### src/rtl/key_bounce_gen.sv
// Mechanical key emulator: one press request becomes a bounced press,
// a stable low hold and a bounced release on an active-low key line.
module key_bounce_gen #(
  parameter logic [19:0] BOUNCE_MAX = 20'd199_999,
  parameter logic [23:0] HOLD_MAX   = 24'd2_499_999,
  parameter int          TOGGLE_W   = 12,
  parameter logic [15:0] LFSR_SEED  = 16'hACE1
) (
  input  logic sys_clk,
  input  logic sys_rst_n,
  input  logic press_req,
  output logic key_out,
  output logic busy,
  output logic done
);

  typedef enum logic [1:0] {
    IDLE,
    P_BOUNCE,
    HOLD,
    R_BOUNCE
  } state_t;

  state_t state;
  state_t state_nx;

  logic [15:0]         lfsr;
  logic [15:0]         lfsr_nx;
  logic [19:0]         bnc_cnt;
  logic [19:0]         bnc_nx;
  logic [23:0]         hold_cnt;
  logic [23:0]         hold_nx;
  logic [TOGGLE_W-1:0] tog_cnt;
  logic [TOGGLE_W-1:0] tog_nx;
  logic                key_nx;
  logic                busy_nx;
  logic                done_nx;
  logic                start;
  logic                bnc_end;
  logic                hold_end;
  logic                tog_hit;

  // Galois form, mask 16'hB400; free-running so every burst differs
  assign lfsr_nx = lfsr[0] ? ((lfsr >> 1) ^ 16'hB400)
                           : (lfsr >> 1);

  // The done cycle is already IDLE, so a request there is masked
  assign start    = press_req && !done;
  assign bnc_end  = (bnc_cnt == BOUNCE_MAX);
  assign hold_end = (hold_cnt == HOLD_MAX);
  assign tog_hit  = (tog_cnt == '0);

  always_ff @(posedge sys_clk or negedge sys_rst_n) begin
    if (!sys_rst_n) begin
      state <= IDLE;
    end else begin
      state <= state_nx;
    end
  end

  always_comb begin
    state_nx = state;
    unique case (state)
      IDLE:     if (start)    state_nx = P_BOUNCE;
      P_BOUNCE: if (bnc_end)  state_nx = HOLD;
      HOLD:     if (hold_end) state_nx = R_BOUNCE;
      R_BOUNCE: if (bnc_end)  state_nx = IDLE;
    endcase
  end

  always_comb begin
    key_nx  = key_out;
    busy_nx = busy;
    done_nx = 1'b0;
    bnc_nx  = bnc_cnt;
    hold_nx = hold_cnt;
    tog_nx  = tog_cnt;
    unique case (state)
      IDLE: begin
        if (start) begin
          key_nx  = 1'b0;
          busy_nx = 1'b1;
          bnc_nx  = '0;
          tog_nx  = lfsr[TOGGLE_W-1:0];
        end
      end
      P_BOUNCE, R_BOUNCE: begin
        if (bnc_end) begin
          // Forced settle value wins over a toggle due this cycle
          key_nx = (state == R_BOUNCE);
          if (state == P_BOUNCE) begin
            hold_nx = '0;
          end else begin
            busy_nx = 1'b0;
            done_nx = 1'b1;
          end
        end else begin
          bnc_nx = bnc_cnt + 20'd1;
          if (tog_hit) begin
            key_nx = !key_out;
            tog_nx = lfsr[TOGGLE_W-1:0];
          end else begin
            tog_nx = tog_cnt - TOGGLE_W'(1);
          end
        end
      end
      HOLD: begin
        if (hold_end) begin
          key_nx = 1'b1;
          bnc_nx = '0;
          tog_nx = lfsr[TOGGLE_W-1:0];
        end else begin
          hold_nx = hold_cnt + 24'd1;
        end
      end
    endcase
  end

  always_ff @(posedge sys_clk or negedge sys_rst_n) begin
    if (!sys_rst_n) begin
      lfsr     <= LFSR_SEED;
      bnc_cnt  <= '0;
      hold_cnt <= '0;
      tog_cnt  <= '0;
      key_out  <= 1'b1;
      busy     <= 1'b0;
      done     <= 1'b0;
    end else begin
      lfsr     <= lfsr_nx;
      bnc_cnt  <= bnc_nx;
      hold_cnt <= hold_nx;
      tog_cnt  <= tog_nx;
      key_out  <= key_nx;
      busy     <= busy_nx;
      done     <= done_nx;
    end
  end

endmodule
### config.mk
export PLATFORM = sky130hd
export DESIGN_NAME = key_bounce_gen
export DESIGN_NICKNAME = d
export VERILOG_FILES = /design/src/rtl/key_bounce_gen.sv
export SDC_FILE = /design/constraint.sdc
export NUM_CORES = 1
export LEC_CHECK = 0
export CAP_MARGIN = 20
export CELL_PAD_IN_SITES_DETAIL_PLACEMENT = 1
export CELL_PAD_IN_SITES_GLOBAL_PLACEMENT = 2
export CORE_ASPECT_RATIO = 1.5
export CORE_MARGIN = 2
export CORE_UTILIZATION = 36
export DETAILED_ROUTE_END_ITERATION = 6
export GPL_TIMING_DRIVEN = 1
export PLACE_DENSITY_LB_ADDON = 0.1
export SETUP_SLACK_MARGIN = 0.3
export SLEW_MARGIN = 20
export SYNTH_ARGS = -nofsm -noshare
export SYNTH_HDL_FRONTEND = slang
export SYNTH_SLANG_ARGS = --single-unit
export TNS_END_PERCENT = 5
### constraint.sdc
create_clock -name sys_clk -period 2.3 [get_ports sys_clk]
set_input_delay 0.345 -clock sys_clk [delete_from_list [all_inputs] [get_ports sys_clk]]
set_output_delay 0.345 -clock sys_clk [all_outputs]
set_load 0.005 [all_outputs]
==> results of run 1 <==
[kinds of logic after synthesis]
logic type | synth area share, %
AO/OA/AOI/OAI | 19.1
AND/OR/NAND/NOR | 26.8
adder cells (fa/ha/maj) | 2.50
multiplexers | 3.41
buffers and inverters | 4.61
flip-flops | 43.0
XOR/XNOR | 0.583
[metrics by stage]
| step | hold slack, ns | area [µm²] | worst slack (ns) | total power [mW] |
|---|---|---|---|---|
| floorplan | 0.0494 | 4520 | 0.0888 | 1.38 |
| global placement | 0.278 | 5230 | -0.190 | 1.42 |
| detailed placement | 0.273 | 5230 | -0.236 | 1.42 |
| CTS | 0.362 | 5620 | -0.137 | 2.90 |
| global route | 0.372 | 5900 | -0.265 | 2.96 |
| finish | 0.358 | 5900 | -0.172 | 2.87 |
[power breakdown]
group          switching, mW  leakage (nW)  total, mW  internal [mW]
sequential                 0         0.975       1.35           1.35
combinational         0.0294          1.24     0.0368        0.00742
clock                  0.612         0.140       1.48          0.867
[how the worst max path moves through the flow]
stage                               to                     start
3_3_place_gp    tog_cnt[0]$_DFFE_PN0P_                 press_req
3_5_place_dp    tog_cnt[3]$_DFFE_PN0P_                 press_req
2_1_floorplan   tog_cnt[0]$_DFFE_PN0P_  hold_cnt[16]$_DFFE_PN0P_
6_report       bnc_cnt[12]$_DFFE_PN0P_  hold_cnt[19]$_DFFE_PN0P_
5_1_grt        bnc_cnt[12]$_DFFE_PN0P_  hold_cnt[19]$_DFFE_PN0P_
4_1_cts         tog_cnt[1]$_DFFE_PN0P_   hold_cnt[1]$_DFFE_PN0P_
[cells in the final DEF, fill, tap and decap left out, types with 10 or more instances in the layout]
master    netlist  layout
nor4_1         18      15
o21bai_1       10      10
nand2_1        25      24
dfrtp_1        68      66
nand3_1        24      21
buf_4           0      74
o31ai_1        27      22
nand4_1        18      18
mux2i_1        12      12
o21ai_0        35      28
or4_1          25      22
nor2_1         27      23
nor3_1         18      11
inv_1          12      11
a21oi_1        27      22
[routing by layer]
metal  vias up  part of all wire [%]  GRT usage, %
met4         0                   2.5          8.35
li1       2019                     -             -
met2        44                    55          41.1
met5         -                     0             0
met3        22                   1.4          3.42
met1      2225                    41          26.4
[state kept, by name (all words and copies together), names as in the netlist]
| signal | cells |
|---|---|
| tog_cnt | 12 |
| bnc_cnt | 20 |
| hold_cnt | 24 |
| key_out | 1 |
| lfsr | 16 |
| done | 1 |
| state | 2 |
| busy | 1 |
[layout make-up]
type	count	area (µm²)	share of cell area (%)
clock buffers	10	239	4.05
clock inverters	6	62.6	1.06
multi-input cells	366	2670	45.2
inverters	12	45.0	0.763
flip-flops and latches	77	1940	32.9
repair buffers	89	753	12.8
well taps	156	195	3.31
[worst max-delay path: cells and delay by family, from the launching register on]
family,cells,cell delay (ns)
DFF,1,0.40
AOI/OAI and AO/OA,3,0.87
and+or+nand+nor,2,1.13
[repair_timing]
action / CTS / global route
hold endpoints to repair: 22 / 0
hold buffers: 1 / 0
cloned: 0 / 1
endpoints found under the setup margin: 59 / 59
resized for setup: 24 / 51
buffers inserted: 0 / 8
pin swaps: 16 / 10
==> qor.yml, run 1 <==
finalMaxSlewViolations: 0
antenna_cells: 0
hold_path_class: "flop to flop"
clockBufferDepth: 2
vias_per_cell: 6.02
die_w_um: 95.4
dieArea_um2: 13500
rows: 50
synth_cell_types: 54
async_flop_share_pct: 100
finalSetupViolCount: 26
numCtsBuffers: 9
avgSynthCellArea_um2: 9.17
synth_common_cells: "dfrtp_1 (68), o21ai_0 (35)"
yosys-top-cells-area: "dfrtp_1 (38%), dfstp_2 (5.2%), o31ai_1 (4.5%)"
reg2regPathDepth: 5
setup_tns_ns: -2.34
yosysWarnings: 0
fin_util_pct: 47.7
grt_usage_pct: 22.7
grt_pass1_wl_um: 23600
yosysTopAreaCellShare_pct: 37.7
worst_pin_slew_ns: 0.793
hold_path_depth: 0
vias: 4310
synth_edf_count: 0
yosysMostFrequentCell: "dfrtp_1"
wl_um: 15300
synth-main-ff-cell: "dfrtp_1"
leakage_nw: 2.35
pin_count: 6
skew_ns: 0.0135
cts.sinks: 77
synth_largest_area_cell: "dfrtp_1"
syn_to_final_growth_pct: 30.9
rrSetupSlack_ns: -0.17
drt-initial-drc-count: 152
violations: "negative setup slack"
critPathKind: "flop to flop"
start_util_pct: 36.4
critPathArrivalTime_ns: 2.74
fin_crit_sh_pct: 107
cts.clk_slew.worst_paths_ns: 0.07
layout-drive-gt1-share_pct: 30.2
drcViolationCount: 0
reg2reg_to: "bnc_cnt[12]$_DFFE_PN0P_"
powerDensity_nw_per_um2: 486
wl_per_cell_um: 21.4
io_buffers: 5
core-area_um2: 12400
crit_slowest_cell: "or4_1"
ir_drop_mv: 0.365
fp.dieH_um: 141
synthesis.area_um2: 4510
drt_pass1_iterations: 4
startpoint_type: "flop"
slowest_delay_ns: 0.57
syn-num-nets: 504
cts_tree: "built"
slew_headroom_pct: 47.1
ys_seq_area_share_pct: 43.0
cp_data_required_time_ns: 2.56
stdcell_count: 716
ant_nets: 0
rr_startpoint: "hold_cnt[19]$_DFFE_PN0P_"
fin_ws_ns: -0.172
synth_seq_cells: 77
syn-instance-count: 492
grt_max_degree: 56
gr-total-overflow: 0
n_fill_cell: 1430
cap_violations: 0
min_to: "lfsr[11]$_DFF_PN1_"
path_cells: "or4b_4 -> a2111o_1 -> a2bb2oi_2 -> or4_1 -> a21oi_1"
critical_path.max_fanout: 17
antenna_found_initial: 0
htree_levels: 3
final_nets: 567
hpwl_um: 10300
dpl.cell_count: 690
rsz0062_at_grt: "yes"
cts_root_buf: "clkbuf_16"
min_from: "lfsr[12]$_DFF_PN0_"
grt_pass1_vias: 4492
hold_viol: 0
cp-end-kind: "flop"
globalplace.congestion: 0.933
outcome: "finished with violations"
fmax_mhz: 405
clock_latency_ns: 0.34
min_period_ns: 2.47
Note: power is estimated with default switching activity, not from simulation.
==> inputs of run 2 (changes only) <==
CORE_UTILIZATION = 40   (was 36)
clock period = 2.7 ns   (was 2.3 ns; I/O delays follow)
==> qor.yml, run 2 (same netlist as run 1, synthesis figures left out) <==
fp.dieH_um: 134  # was 141 µm
dieArea_um2: 12200  # was 13500 µm²
io_buffers: 5  # unchanged
top_regs: "hold_cnt x24, bnc_cnt x20, lfsr x16"  # unchanged
final_cell_mix: "dfrtp_1 (68), buf_4 (40), o21ai_0 (35)"  # was buf_4 (74), dfrtp_1 (66), o21ai_0 (28)
wl_per_cell_um: 20.9  # was 21.4 µm
cts_tree: "built"  # unchanged
clockBufferDepth: 2  # unchanged
htree_levels: 3  # unchanged
antenna_found_initial: 0  # unchanged
numCtsBuffers: 9  # unchanged
wl_um: 13900  # was 15300 µm
n_fill_cell: 1266  # was 1430
setup_tns_ns: 0  # was -2.34 ns
critPathKind: "flop to flop"  # unchanged
rr_startpoint: "hold_cnt[19]$_DFFE_PN0P_"  # unchanged
fmax_mhz: 415  # was 405 MHz
cts.sinks: 77  # unchanged
drt-initial-drc-count: 185  # was 152
finalMaxSlewViolations: 0  # unchanged
fin_util_pct: 49.2  # was 47.7%
top_register: "hold_cnt"  # unchanged
start_util_pct: 41.0  # was 36.4%
critical_path.max_fanout: 10  # was 17
drcViolationCount: 0  # unchanged
reg2reg_to: "bnc_cnt[9]$_DFFE_PN0P_"  # was bnc_cnt[12]$_DFFE_PN0P_
cts_root_buf: "clkbuf_16"  # unchanged
vias_per_cell: 6.19  # was 6.02
whs_ns: 0.00809  # was 0.358 ns
powerDensity_nw_per_um2: 449  # was 486 nW/µm²
fin_ws_ns: 0.288  # was -0.172 ns
hold_path_class: "primary input to async pin"  # was flop to flop
finalSetupViolCount: 0  # was 26
cap_violations: 0  # unchanged
power_mw: 2.43  # was 2.87 mW
critPathArrivalTime_ns: 2.68  # was 2.74 ns
cts.clk_slew.worst_paths_ns: 0.06  # was 0.07 ns
clock_latency_ns: 0.35  # was 0.34 ns
rrSetupSlack_ns: 0.29  # was -0.17 ns
gr-total-overflow: 0  # unchanged
drt_pass1_iterations: 4  # unchanged
syn_to_final_growth_pct: 19.9  # was 30.9%
antenna_cells: 0  # unchanged
ant_nets: 0  # unchanged
grt_max_degree: 77  # was 56
largest_reg_flops: 24  # unchanged
die_w_um: 90.7  # was 95.4 µm
cp-end-kind: "flop"  # unchanged
startpoint_type: "flop"  # unchanged
rows: 47  # was 50
reg2regPathDepth: 6  # was 5
hold_viol: 0  # unchanged
worst_pin_slew_ns: 0.608  # was 0.793 ns
grt_usage_pct: 24.0  # was 22.7%
rsz0062_at_grt: "yes"  # unchanged
outcome: "complete, no violations"  # was finished with violations
fin_crit_sh_pct: 89.3  # was 107%
layout-drive-gt1-share_pct: 19.2  # was 30.2%
globalplace.congestion: 0.927  # was 0.933
grt_pass1_wl_um: 22900  # was 23600 µm
grt_pass1_vias: 4362  # was 4492
final_nets: 528  # was 567
pin_count: 6  # unchanged
cp_data_required_time_ns: 2.97  # was 2.56 ns
min_period_ns: 2.41  # was 2.47 ns
skew_ns: 0.0117  # was 0.0135 ns
ir_drop_mv: 0.282  # was 0.365 mV
pre_cts_ws_ns: -0.0430  # was -0.236 ns
leakage_nw: 2.10  # was 2.35 nW
core-area_um2: 11000  # was 12400 µm²
hpwl_um: 9220  # was 10300 µm
final_common_cell: "dfrtp_1"  # was buf_4
vias: 4132  # was 4310
slew_headroom_pct: 59.4  # was 47.1%
[run 2: how the worst max path moves through the flow]
stage,startpoint,end,slack [ns]
final,hold_cnt[19]$_DFFE_PN0P_,bnc_cnt[9]$_DFFE_PN0P_,0.29
after floorplan,hold_cnt[16]$_DFFE_PN0P_,tog_cnt[1]$_DFFE_PN0P_,0.45
after global routing,hold_cnt[0]$_DFFE_PN0P_,bnc_cnt[14]$_DFFE_PN0P_,0.18
after CTS,hold_cnt[19]$_DFFE_PN0P_,bnc_cnt[9]$_DFFE_PN0P_,0.25
after global placement,press_req,tog_cnt[1]$_DFFE_PN0P_,0.06
after detailed placement,press_req,tog_cnt[1]$_DFFE_PN0P_,-0.04
[run 2: metrics by stage]
stage               std cells  area (µm²)
finish                    668        5410
global route              668        5410
CTS                       664        5310
detailed placement        637        4860
global placement          637        4860
floorplan                 492        4510
[run 2: area by class of cell]
type,count,area [µm²],share of cell area [%]
clock inverters,6,70.1,1.30
inverters,12,48.8,0.902
multi-input cells,369,2540,46.9
repair buffers,47,399,7.38
flip-flops and latches,77,1940,35.8
well taps,147,184,3.40
clock buffers,10,229,4.23
[run 2: critical path: stages (launching register included)]
cell and delay, ns:
dfrtp_1 0.39, or4b_4 0.55, a2111o_1 0.32, buf_4 0.17, a2bb2oi_4 0.21, or4_1 0.53
a21oi_1 0.15
[run 2: report_power, final]
part	total [mW]	switching [mW]	internal, mW
Clock	1.24	0.518	0.725
Sequential	1.15	0	1.15
Combinational	0.0325	0.0251	0.00740
Total	2.43	0.543	1.89
[run 2: layer usage]
metal  part of all wire, %  GRT usage [%]  up-vias
li1                      -              -     1955
met1                    42           28.1     2079
met2                    52           42.5       65
met3                   2.7           4.10       33
met4                   3.7           11.3        0
met5                     0              0        -
[run 2: repair_timing]
item,in CTS,in global routing
gates cloned,4,0
endpoints found under the setup margin,32,53
gates resized for setup,8,12
buffers inserted,7,3
pin swaps,5,2
hold buffers,0,0
==> inputs of run 3 (changes only) <==
CTS_CLUSTER_DIAMETER = 150   (was not set)
==> results of run 3 <==
Final layout, timing and power as in run 2 (identical DEF).
